File: src/rtl/load_store_unit.sv
// Load/store unit between the MEM stage and a word-addressed data memory.
// Accepts one byte/half/word access at a time. Sub-word stores are done as
// read-modify-write, and load results are sign- or zero-extended. Misaligned
// accesses and illegal opcodes complete with an error and never touch memory.
module load_store_unit #(
  parameter int ADDR_W = 8
) (
  input  logic        clk,
  input  logic        rst,
  input  logic        req_valid,
  output logic        req_ready,
  input  logic [3:0]  req_op,
  input  logic [31:0] req_addr,
  input  logic [31:0] req_wdata,
  output logic        resp_valid,
  output logic [31:0] resp_rdata,
  output logic        resp_err,
  output logic [31:0] mem_addr,
  output logic        mem_rbar_w,
  output logic [31:0] mem_wdata,
  input  logic [31:0] mem_rdata
);

  typedef enum logic [1:0] {IDLE, RD, WR, RESP} state_t;

  state_t state_reg, state_next;

  logic [3:0]        op_reg;
  logic [ADDR_W+1:0] addr_reg;
  logic [31:0]       wdata_reg;
  logic [31:0]       rdata_reg;
  logic              err_reg;

  // Address bits above the memory window wrap by design.
  logic unused_addr_hi;
  assign unused_addr_hi = ^req_addr[31:ADDR_W+2];

  // Request decode: opcode legality and alignment.
  logic [1:0] req_size;
  logic       req_legal;
  logic       req_misaligned;
  logic       req_err;
  logic       accept;

  assign req_size       = req_op[1:0];
  assign req_misaligned = (req_size == 2'b01 && req_addr[0]) ||
                          (req_size == 2'b10 && req_addr[1:0] != 2'b00);
  assign req_err        = !req_legal || req_misaligned;
  assign accept         = (state_reg == IDLE) && req_valid;

  // Flag the eight defined access types as legal.
  always_comb begin
    req_legal = 1'b0;
    case (req_op)
      4'b0000, 4'b0001, 4'b0010, 4'b0100, 4'b0101,
      4'b1000, 4'b1001, 4'b1010: req_legal = 1'b1;
      default:                   req_legal = 1'b0;
    endcase
  end

  // State register; reset wins over any pending request.
  always_ff @(posedge clk) begin
    if (rst) begin
      state_reg <= IDLE;
    end else begin
      state_reg <= state_next;
    end
  end

  // Next-state: errors go straight to RESP, SW skips the read.
  always_comb begin
    state_next = state_reg;
    case (state_reg)
      IDLE: begin
        if (req_valid) begin
          if (req_err) begin
            state_next = RESP;
          end else if (req_op[3] && req_size == 2'b10) begin
            state_next = WR;
          end else begin
            state_next = RD;
          end
        end
      end
      RD:      state_next = op_reg[3] ? WR : RESP;
      WR:      state_next = RESP;
      RESP:    state_next = IDLE;
      default: state_next = IDLE;
    endcase
  end

  // Capture the request on acceptance and the memory word while in RD.
  always_ff @(posedge clk) begin
    if (rst) begin
      op_reg    <= '0;
      addr_reg  <= '0;
      wdata_reg <= '0;
      rdata_reg <= '0;
      err_reg   <= 1'b0;
    end else begin
      if (accept) begin
        op_reg    <= req_op;
        addr_reg  <= req_addr[ADDR_W+1:0];
        wdata_reg <= req_wdata;
        err_reg   <= req_err;
      end
      if (state_reg == RD) begin
        rdata_reg <= mem_rdata;
      end
    end
  end

  // Store merge: each byte lane takes store data if addressed, else keeps
  // the word read back in RD. SW addresses every lane.
  logic [31:0] merged_word;

  genvar gi;
  generate
    for (gi = 0; gi < 4; gi++) begin : g_lane
      logic       lane_hit;
      logic [7:0] lane_src;
      assign lane_hit = (op_reg[1:0] == 2'b10) ? 1'b1 :
                        op_reg[0] ? (addr_reg[1] == 1'(gi / 2)) :
                                    (addr_reg[1:0] == 2'(gi));
      assign lane_src = (op_reg[1:0] == 2'b10) ? wdata_reg[8*gi +: 8] :
                        op_reg[0] ? wdata_reg[8*(gi % 2) +: 8] :
                                    wdata_reg[7:0];
      assign merged_word[8*gi +: 8] = lane_hit ? lane_src : rdata_reg[8*gi +: 8];
    end
  endgenerate

  // Load extraction from the captured word.
  logic [7:0]  ld_byte;
  logic [15:0] ld_half;
  logic [31:0] load_result;

  assign ld_byte = rdata_reg[{addr_reg[1:0], 3'b000} +: 8];
  assign ld_half = rdata_reg[{addr_reg[1], 4'b0000} +: 16];

  // Extend the addressed lane according to the load type; stores yield 0.
  always_comb begin
    load_result = '0;
    case (op_reg)
      4'b0000: load_result = {{24{ld_byte[7]}}, ld_byte};
      4'b0001: load_result = {{16{ld_half[15]}}, ld_half};
      4'b0010: load_result = rdata_reg;
      4'b0100: load_result = {24'h0, ld_byte};
      4'b0101: load_result = {16'h0, ld_half};
      default: load_result = '0;
    endcase
  end

  // Outputs decoded from state; memory and response buses idle at zero.
  always_comb begin
    req_ready  = 1'b0;
    resp_valid = 1'b0;
    resp_err   = 1'b0;
    resp_rdata = '0;
    mem_addr   = '0;
    mem_rbar_w = 1'b0;
    mem_wdata  = '0;
    case (state_reg)
      IDLE: req_ready = 1'b1;
      RD: begin
        mem_addr = {{(32-ADDR_W){1'b0}}, addr_reg[ADDR_W+1:2]};
      end
      WR: begin
        mem_addr   = {{(32-ADDR_W){1'b0}}, addr_reg[ADDR_W+1:2]};
        mem_rbar_w = 1'b1;
        mem_wdata  = merged_word;
      end
      RESP: begin
        resp_valid = 1'b1;
        resp_err   = err_reg;
        resp_rdata = err_reg ? 32'h0 : load_result;
      end
      default: ;
    endcase
  end

endmodule

File: config.mk
export PLATFORM = sky130hd
export DESIGN_NAME = load_store_unit
export DESIGN_NICKNAME = d
export VERILOG_FILES = /design/src/rtl/load_store_unit.sv
export SDC_FILE = /design/constraint.sdc
export NUM_CORES = 1
export LEC_CHECK = 0
export ABC_AREA = 0
export CAP_MARGIN = 15
export CORE_MARGIN = 10
export CORE_UTILIZATION = 40
export CTS_BUF_LIST = sky130_fd_sc_hd__clkbuf_4 sky130_fd_sc_hd__clkbuf_8
export DETAILED_ROUTE_END_ITERATION = 8
export MAX_ROUTING_LAYER = met4
export PLACE_DENSITY = 0.76
export SLEW_MARGIN = 20
export SYNTH_ARGS = -nofsm -noshare
export SYNTH_HDL_FRONTEND = slang
export SYNTH_SLANG_ARGS = --single-unit
File: constraint.sdc
create_clock -name clk -period 2.1 [get_ports clk]
set_clock_uncertainty 0.15 [all_clocks]
set_input_delay 0.21 -clock clk [delete_from_list [all_inputs] [get_ports clk]]
set_output_delay 0.21 -clock clk [all_outputs]
set_load 0.005 [all_outputs]
==> results of run 1 <==
==> per-layer routing <==
metal,vias to the layer above,track usage,wire [um]
li1,2590,-,-
met1,2604,0.271,8380
met2,250,0.379,9750
met3,39,0.0621,1680
met4,0,0.0774,550
met5,-,-,0
==> final cells by class <==
| type | count | area (um2) | area share |
|---|---|---|---|
| timing repair buffer | 283 | 2620 | 0.330 |
| clock inverter | 6 | 43.8 | 0.00551 |
| multi-input combinational | 491 | 3300 | 0.416 |
| inverter | 4 | 22.5 | 0.00284 |
| clock buffer | 10 | 131 | 0.0165 |
| sequential | 81 | 1640 | 0.206 |
| tap | 147 | 184 | 0.0232 |
==> how the worst min path moves through the flow <==
| stage | end | slack (ns) | depth (start not counted) |
|---|---|---|---|
| after detailed placement | addr_reg[8] | 0.29 | 2 |
| final | rdata_reg[10] | 0.17 | 3 |
| after CTS | rdata_reg[10] | 0.17 | 3 |
| after floorplan | addr_reg[2] | 0.20 | 2 |
| after global placement | addr_reg[7] | 0.29 | 2 |
| after global routing | rdata_reg[1] | 0.18 | 3 |
==> timing repair <==
item / 4_1_cts / 5_1_grt
setup buffers: 44 / 10
endpoints found under the setup margin: 74 / 67
pin swaps: 31 / 24
gates cloned: 4 / 1
hold endpoints to repair: 0 / 0
resized for setup: 375 / 53
==> cells by family (layout without fill, tap and decap cells) <==
family	Yosys count	count (layout)	share of synthesized area
and+or+nand+nor	251	251	0.232
DFF	81	81	0.333
adders and majority gates	4	4	0.0103
AOI/OAI and AO/OA	147	147	0.197
buffers and inverters	75	303	0.0900
muxes	65	65	0.137
other	1	24	0.000771
==> cell usage in the layout, fill, tap and decap left out, types with 3 or more instances in the layout <==
master / count
nand2_1: 144
clkdlybuf4s50_1: 82
dfxtp_1: 74
buf_4: 67
buf_2: 65
mux2i_1: 54
a21oi_1: 50
buf_6: 38
nor2_1: 35
a21oi_2: 30
conb_1: 24
buf_12: 17
nor2b_1: 16
o211a_1: 16
o21ai_0: 14
nand3_1: 13
nand3_2: 12
a22oi_2: 11
and2_1: 10
clkbuf_8: 9
dlygate4sd2_1: 7
mux2_2: 6
o21ai_1: 5
a22oi_1: 4
o21ai_4: 4
dfxtp_2: 4
inv_4: 3
nor2_4: 3
dfxtp_4: 3
buf_16: 3
==> power by group <==
group / leakage [uW] / internal, uW / switching [uW]
sequential: 0.000666 / 1850 / 309
clock: 0.0000900 / 446 / 612
combinational: 0.00262 / 2380 / 2220
==> per-stage QoR <==
step / setup TNS [ns] / total power, uW
after floorplan: 0 / 4050
after global placement: -11.16 / 5520
after detailed placement: -13.26 / 5590
after CTS: -6.91 / 7480
after global routing: -11.52 / 8220
final: -7.96 / 7830
==> worst max-delay path: cells and delay by family, from the launching register on <==
kind,cells,cell delay [ns]
buf+inv,5,0.70
compound gates,3,0.22
flops,1,0.40
mux,1,0.27
==> summary.md, run 1 <==
| Metric | Value |
|---|---|
| CTS tree | `built` |
| Initial core utilization | `0.407` |
| Global placer's final weighted congestion | `0.933` |
| Vias in the first global route | `5444` |
| CTS sink cnt | `81` |
| Worst reg2reg startpoint | `state_reg[0]` |
| Inserted Clock Buffers | `9` |
| Slowest cell delay on critical path | `0.40 ns` |
| Antenna Violating Nets Remaining | `0` |
| WL per Instance | `around 20 um` |
| Commonest cells post-synth | `nand2_1 (146), dfxtp_1 (81), a21oi_1 (80)` |
| Worst reg2reg setup slack | `0.49 ns` |
| Worst EP required | `between 1.5 and 2 ns` |
| CP Cell Sequence | `buf_6, mux2i_4, o21ai_2, buf_4, o311ai_4, buf_6, buf_12, a21oi_1, buf_2` |
| Largest cells by area after synthesis | `dfxtp_1 (33%), mux2i_1 (12%), nand2_1 (11%), a21oi_1 (8.2%), buf_4 (4.8%)` |
| Startpoint Class | `flop` |
| RSZ-0062 raised after global routing | `yes` |
| Largest net degree at the start of global routing | `82` |
| All-Layer GR Usage | `0.232` |
| EDFF count, synth | `0` |
| CTS max path bufs | `2` |
| Final setup fails | `60` |
| Power Density | `between 900 and 1000 nW/um2` |
| Fin crit share | `1.12` |
| Antenna violations before repair | `0` |
| Seq/Total Area, Yosys | `0.333` |
| Core region area | `about 12000 um2` |
| Wirelength, routed | `just over 20000 um` |
| Share of layout cells above drive strength 1 | `0.358` |
| Cell variety after synth | `47` |
| Port-buffer cells | `around 160` |
| Drt first pass iters | `7` |
| Final Core Density | `0.664` |
| Worst-path clk slew | `0.09 ns` |
| Worst reg-to-reg path cell count | `7` |
| Hold WS | `about 0.17 ns` |
| Worst-skew pair later-pin latency | `between 0.3 and 0.4 ns` |
| Worst Setup SP | `addr_reg[1]` |
| DP Cell Count | `between 900 and 1000` |
| Placed Area | `6920 um2` |
| Area of the mapped netlist | `~5000 um2` |
| First-pass GRT wire length | `between 20000 and 30000 um` |
| Run status | `complete, but fails checks` |
| Yosys warns | `0` |
| Peak supply drop | `roughly 0.00064 V` |
| Area Overhead vs Synth | `63.3%` |
| Lkg Pwr | `around 0.0034 uW` |
| Vias/cell | `5.36` |
| DP Wirelength | `approximately 14000 um` |
| Slowest cell on the critical path | `dfxtp_4` |
| Hold Path Class | `input pin to flop` |
| RR Endpoint | `wdata_reg[15]` |
| Layout Cells excl Fill | `around 1000` |
| Die width | `130 um` |
| Max-slew violation count | `0` |
| Synth async-reset ratio | `0` |
| # nets final | `between 900 and 1000` |
| Max Cap Viol | `0` |
| Most common cell in the netlist | `nand2_1` |
| CTS root buffer | `clkbuf_8` |
| Vias after detailed routing | `between 5000 and 6000` |
| Final Hold Vio Count | `0` |
| Die Span Y | `around 130 um` |
| Crit end category | `primary output` |
| Average size of a mapped cell | `about 7.8 um2` |
| WS Path Type | `flop to primary output` |
| Failing checks | `negative setup slack` |
| Die area | `17000 um2` |
| Final min period | `about 2.3 ns` |
| Worst Setup EP | `resp_rdata[27]` |
| Crit path max fanout | `8` |
| Max frequency | `about 430 MHz` |
| Top FF cell, synth | `dfxtp_1` |
| Hold Buf Count CTS | `0` |
| Pre-CTS WS | `-0.374 ns` |
| GRT Residual Overflow | `0` |
| Crit path DAT | `around 2 ns` |
| Hold_sp | `rst` |
| Synth Register Bits | `81` |
| Most frequent CP cell | `buf_6` |
| H-tree levels | `3` |
| Site Rows | `40` |
| Remaining DRCs | `0` |
| Fin worst setup slack | `-0.243 ns` |
| DRT iter0 DRCs | `491` |
| Mapped Cells | `around 620` |
| Area share of the largest cell type after synthesis | `0.333` |
| I/O pin cnt | `just over 200` |
| Fill cell count | `roughly 980` |
| Synth area leader | `dfxtp_1` |
| Post-Layout Inst Area | `between 7000 and 8000 um2` |
| Inserted Diodes | `0` |
(Power assumes the default switching activity.)
==> run 2: changes to the inputs <==
--- a/config.mk
+++ b/config.mk
@@ -10,6 +10,7 @@
 export CORE_MARGIN = 10
 export CORE_UTILIZATION = 40
 export CTS_BUF_LIST = sky130_fd_sc_hd__clkbuf_4 sky130_fd_sc_hd__clkbuf_8
+export CTS_CLUSTER_SIZE = 14
 export DETAILED_ROUTE_END_ITERATION = 8
 export MAX_ROUTING_LAYER = met4
 export PLACE_DENSITY = 0.76
==> results of run 2 <==
Final layout, timing and power as in run 1 (identical DEF).
==> patch: new RTL, config.mk and constraints of run 1 <==
Change the parameter `ADDR_W` from 8 to 7.
--- a/src/rtl/load_store_unit.sv
+++ b/src/rtl/load_store_unit.sv
@@ -5,3 +5,3 @@
 module load_store_unit #(
-  parameter int ADDR_W = 8
+  parameter int ADDR_W = 7
 ) (
Behaviour: not the same (a bounded check fails within 4 cycles, from zero or initial values and one cycle with rst high).
==> patch against run 1 <==
The flow still finishes with violations (negative setup slack); setup slack got worse by 0.062 ns; total power fell by 0.15%; sequential cell count fell by 1; routed wire length fell by 3.4%; final cell count fell by 2.1%; area after synthesis fell by 2.4%; critical path depth fell by 1; final area fell by 2.0%; critical path type unchanged; combinational power fell by 7.4%.
==> patch: results (changes against run 1) <==
Clock network
  – CTS Buffer Depth: 2 (unchanged)

Logic synthesis
  – Yosys cell types: 45 (-4.3%)
  – Top cells by area, synth: dfxtp_1 34%, mux2i_1 12%, nand2_1 10%
  – Synth warn: 0 (unchanged)
  – Top cells by count, synth: 127 x nand2_1, 80 x dfxtp_1, 59 x mux2i_1, 55 x a21oi_1, 40 x nor2_1
  – Ys async rst share: 0% (unchanged)
  – Register area share after synthesis: 33.76% (+0.41 points)

Critical path
  – CP Max Fanout: 4 (-4)
  – Top Family by Delay on Critical Path: multiplexers
  – FF-to-FF setup slack: 0.32 ns (-0.17 ns)
  – Worst EP arrival: 2.04 ns (+0.06 ns)

STA
  – Worst setup margin: -0.3045 ns (-0.06180 ns)
  – Final setup fails: 56 (-6.7%)

Global routing
  – Global-route wire length before repair: 29160 um (-1.6%)
  – Met3 Track Usage GR: 5.010% (-1.2 points)
  – Grt met1 use: 27.87% (+0.78 points)
  – Largest net degree at the start of global routing: 40 (-51%)
  – Vias in the first global route: 5263 (-3.3%)
  – Global routing met2 resource utilization: 37.83% (about the same)
  – GR Util All Layers: 22.90% (-0.29 points)

Drt
  – Initial DRC Count: 459 (-6.5%)
  – Initial DRT Pass Iterations: 5 (-2)
  – Via count: 5259 (-4.1%)

Final layout
  – Layout cells sized above 1: 34.50% (-1.3 points)
  – Final net count: 961 (-1.6%)
  – # fillers: 966 (-1.1%)

Placed design
  – DP HPWL: 14390 um (+2.0%)
  – Routability congestion estimate: 0.9589 (+2.8%)
  – Buffers added on ports: 154 (-1.3%)
  – Area post-placement: 6917 um^2 (about the same)

Power
  – Peak VDD IR: 0.0007141 V (+12%)
  – Leakage: 3.601 nW (+6.7%)
  – Net Sw Power: 2.899 mW (-7.8%)

Outcome
  – Failing checks: negative setup slack
  – Status: complete, but fails checks
[patch: cell count changes after synthesis, sizes merged, moves of 3 or more]
cell | before | now
a21o | 0 | 16
nand3b | 0 | 7
clkbuf | 22 | 29
nand3 | 25 | 17
a21oi | 80 | 62
nand2 | 146 | 127
nor3 | 2 | 5
buf | 49 | 41
[patch: logic make-up (layout without fill, tap and decap cells)]
kind of cell | after synthesis | in the layout | share of synthesized area, %
AO/OA/AOI/OAI | 137 | 137 | 19.07
adder cells (fa/ha/maj) | 4 | 4 | 1.055
buffers and inverters | 74 | 308 | 8.623
flip-flops | 80 | 80 | 33.76
multiplexers | 68 | 68 | 14.74
other | 1 | 25 | 0.07904
AND/OR/NAND/NOR | 236 | 236 | 22.68
[patch: layout make-up]
class,instances,share of cell area [%]
multi-input combinational,470,40.10
timing repair buffer,289,33.51
sequential,80,20.74
tap,143,2.299
clock buffer,12,1.962
clock inverter,3,1.158
inverter,4,0.2251
[patch: layer usage]
layer	up-vias	share of wire, %	wire (um)
met5	-	0	0
met4	0	1.9	381
met3	25	7.1	1401
met2	225	49	9612
met1	2482	42	8288
li1	2527	-	-
[patch: power groups by stage]
stage          logic (mW)  clock network (mW)  registers, mW
2_1_floorplan        1.85                   0           2.08
3_3_place_gp         3.39                   0           2.12
3_5_place_dp         3.44                   0           2.13
4_1_cts              3.99                1.42           2.11
5_1_grt              4.56                1.50           2.17
6_report             4.27                1.41           2.14
[patch: worst paths after layout]
kind / start / cells after the start / endpoint
max: addr_reg[1]$_SDFFE_PP0P_ / 8 / resp_rdata[21]
min: rst / 2 / rdata_reg[10]$_SDFFE_PP0N_
max reg2reg: state_reg[1]$_SDFFE_PP0P_ / 8 / state_reg[0]$_SDFFE_PP0P_
min reg2reg: addr_reg[7]$_SDFFE_PP0P_ / 2 / addr_reg[7]$_SDFFE_PP0P_
[patch: timing repair]
action	CTS	global route
resized for setup	304	85
setup buffers	42	17
setup endpoints to repair	72	68
pin swaps	21	18
cloned	3	2
[patch: worst reg2reg max path: cells and delay by family, from the launching register on]
| family | cells | cell delay (ns) |
|---|---|---|
| AO/OA/AOI/OAI | 1 | 0.23 |
| adder cells (fa/ha/maj) | 1 | 0.18 |
| buffers and inverters | 4 | 0.57 |
| AND/OR/NAND/NOR | 2 | 0.23 |
| flip-flops | 1 | 0.33 |
[patch: through the flow]
stage / utilization, % / hold WS, ns / std cells / TNS, ns
finish: 67.57 / 0.1871 / 1001 / -9.156
global route: 67.57 / 0.2001 / 1001 / -12.93
CTS: 65.92 / 0.1918 / 991 / -8.538
detailed placement: 60.06 / 0.2933 / 932 / -9.367
global placement: 60.06 / 0.2886 / 932 / -8.195
floorplan: - / 0.1960 / 624 / 0
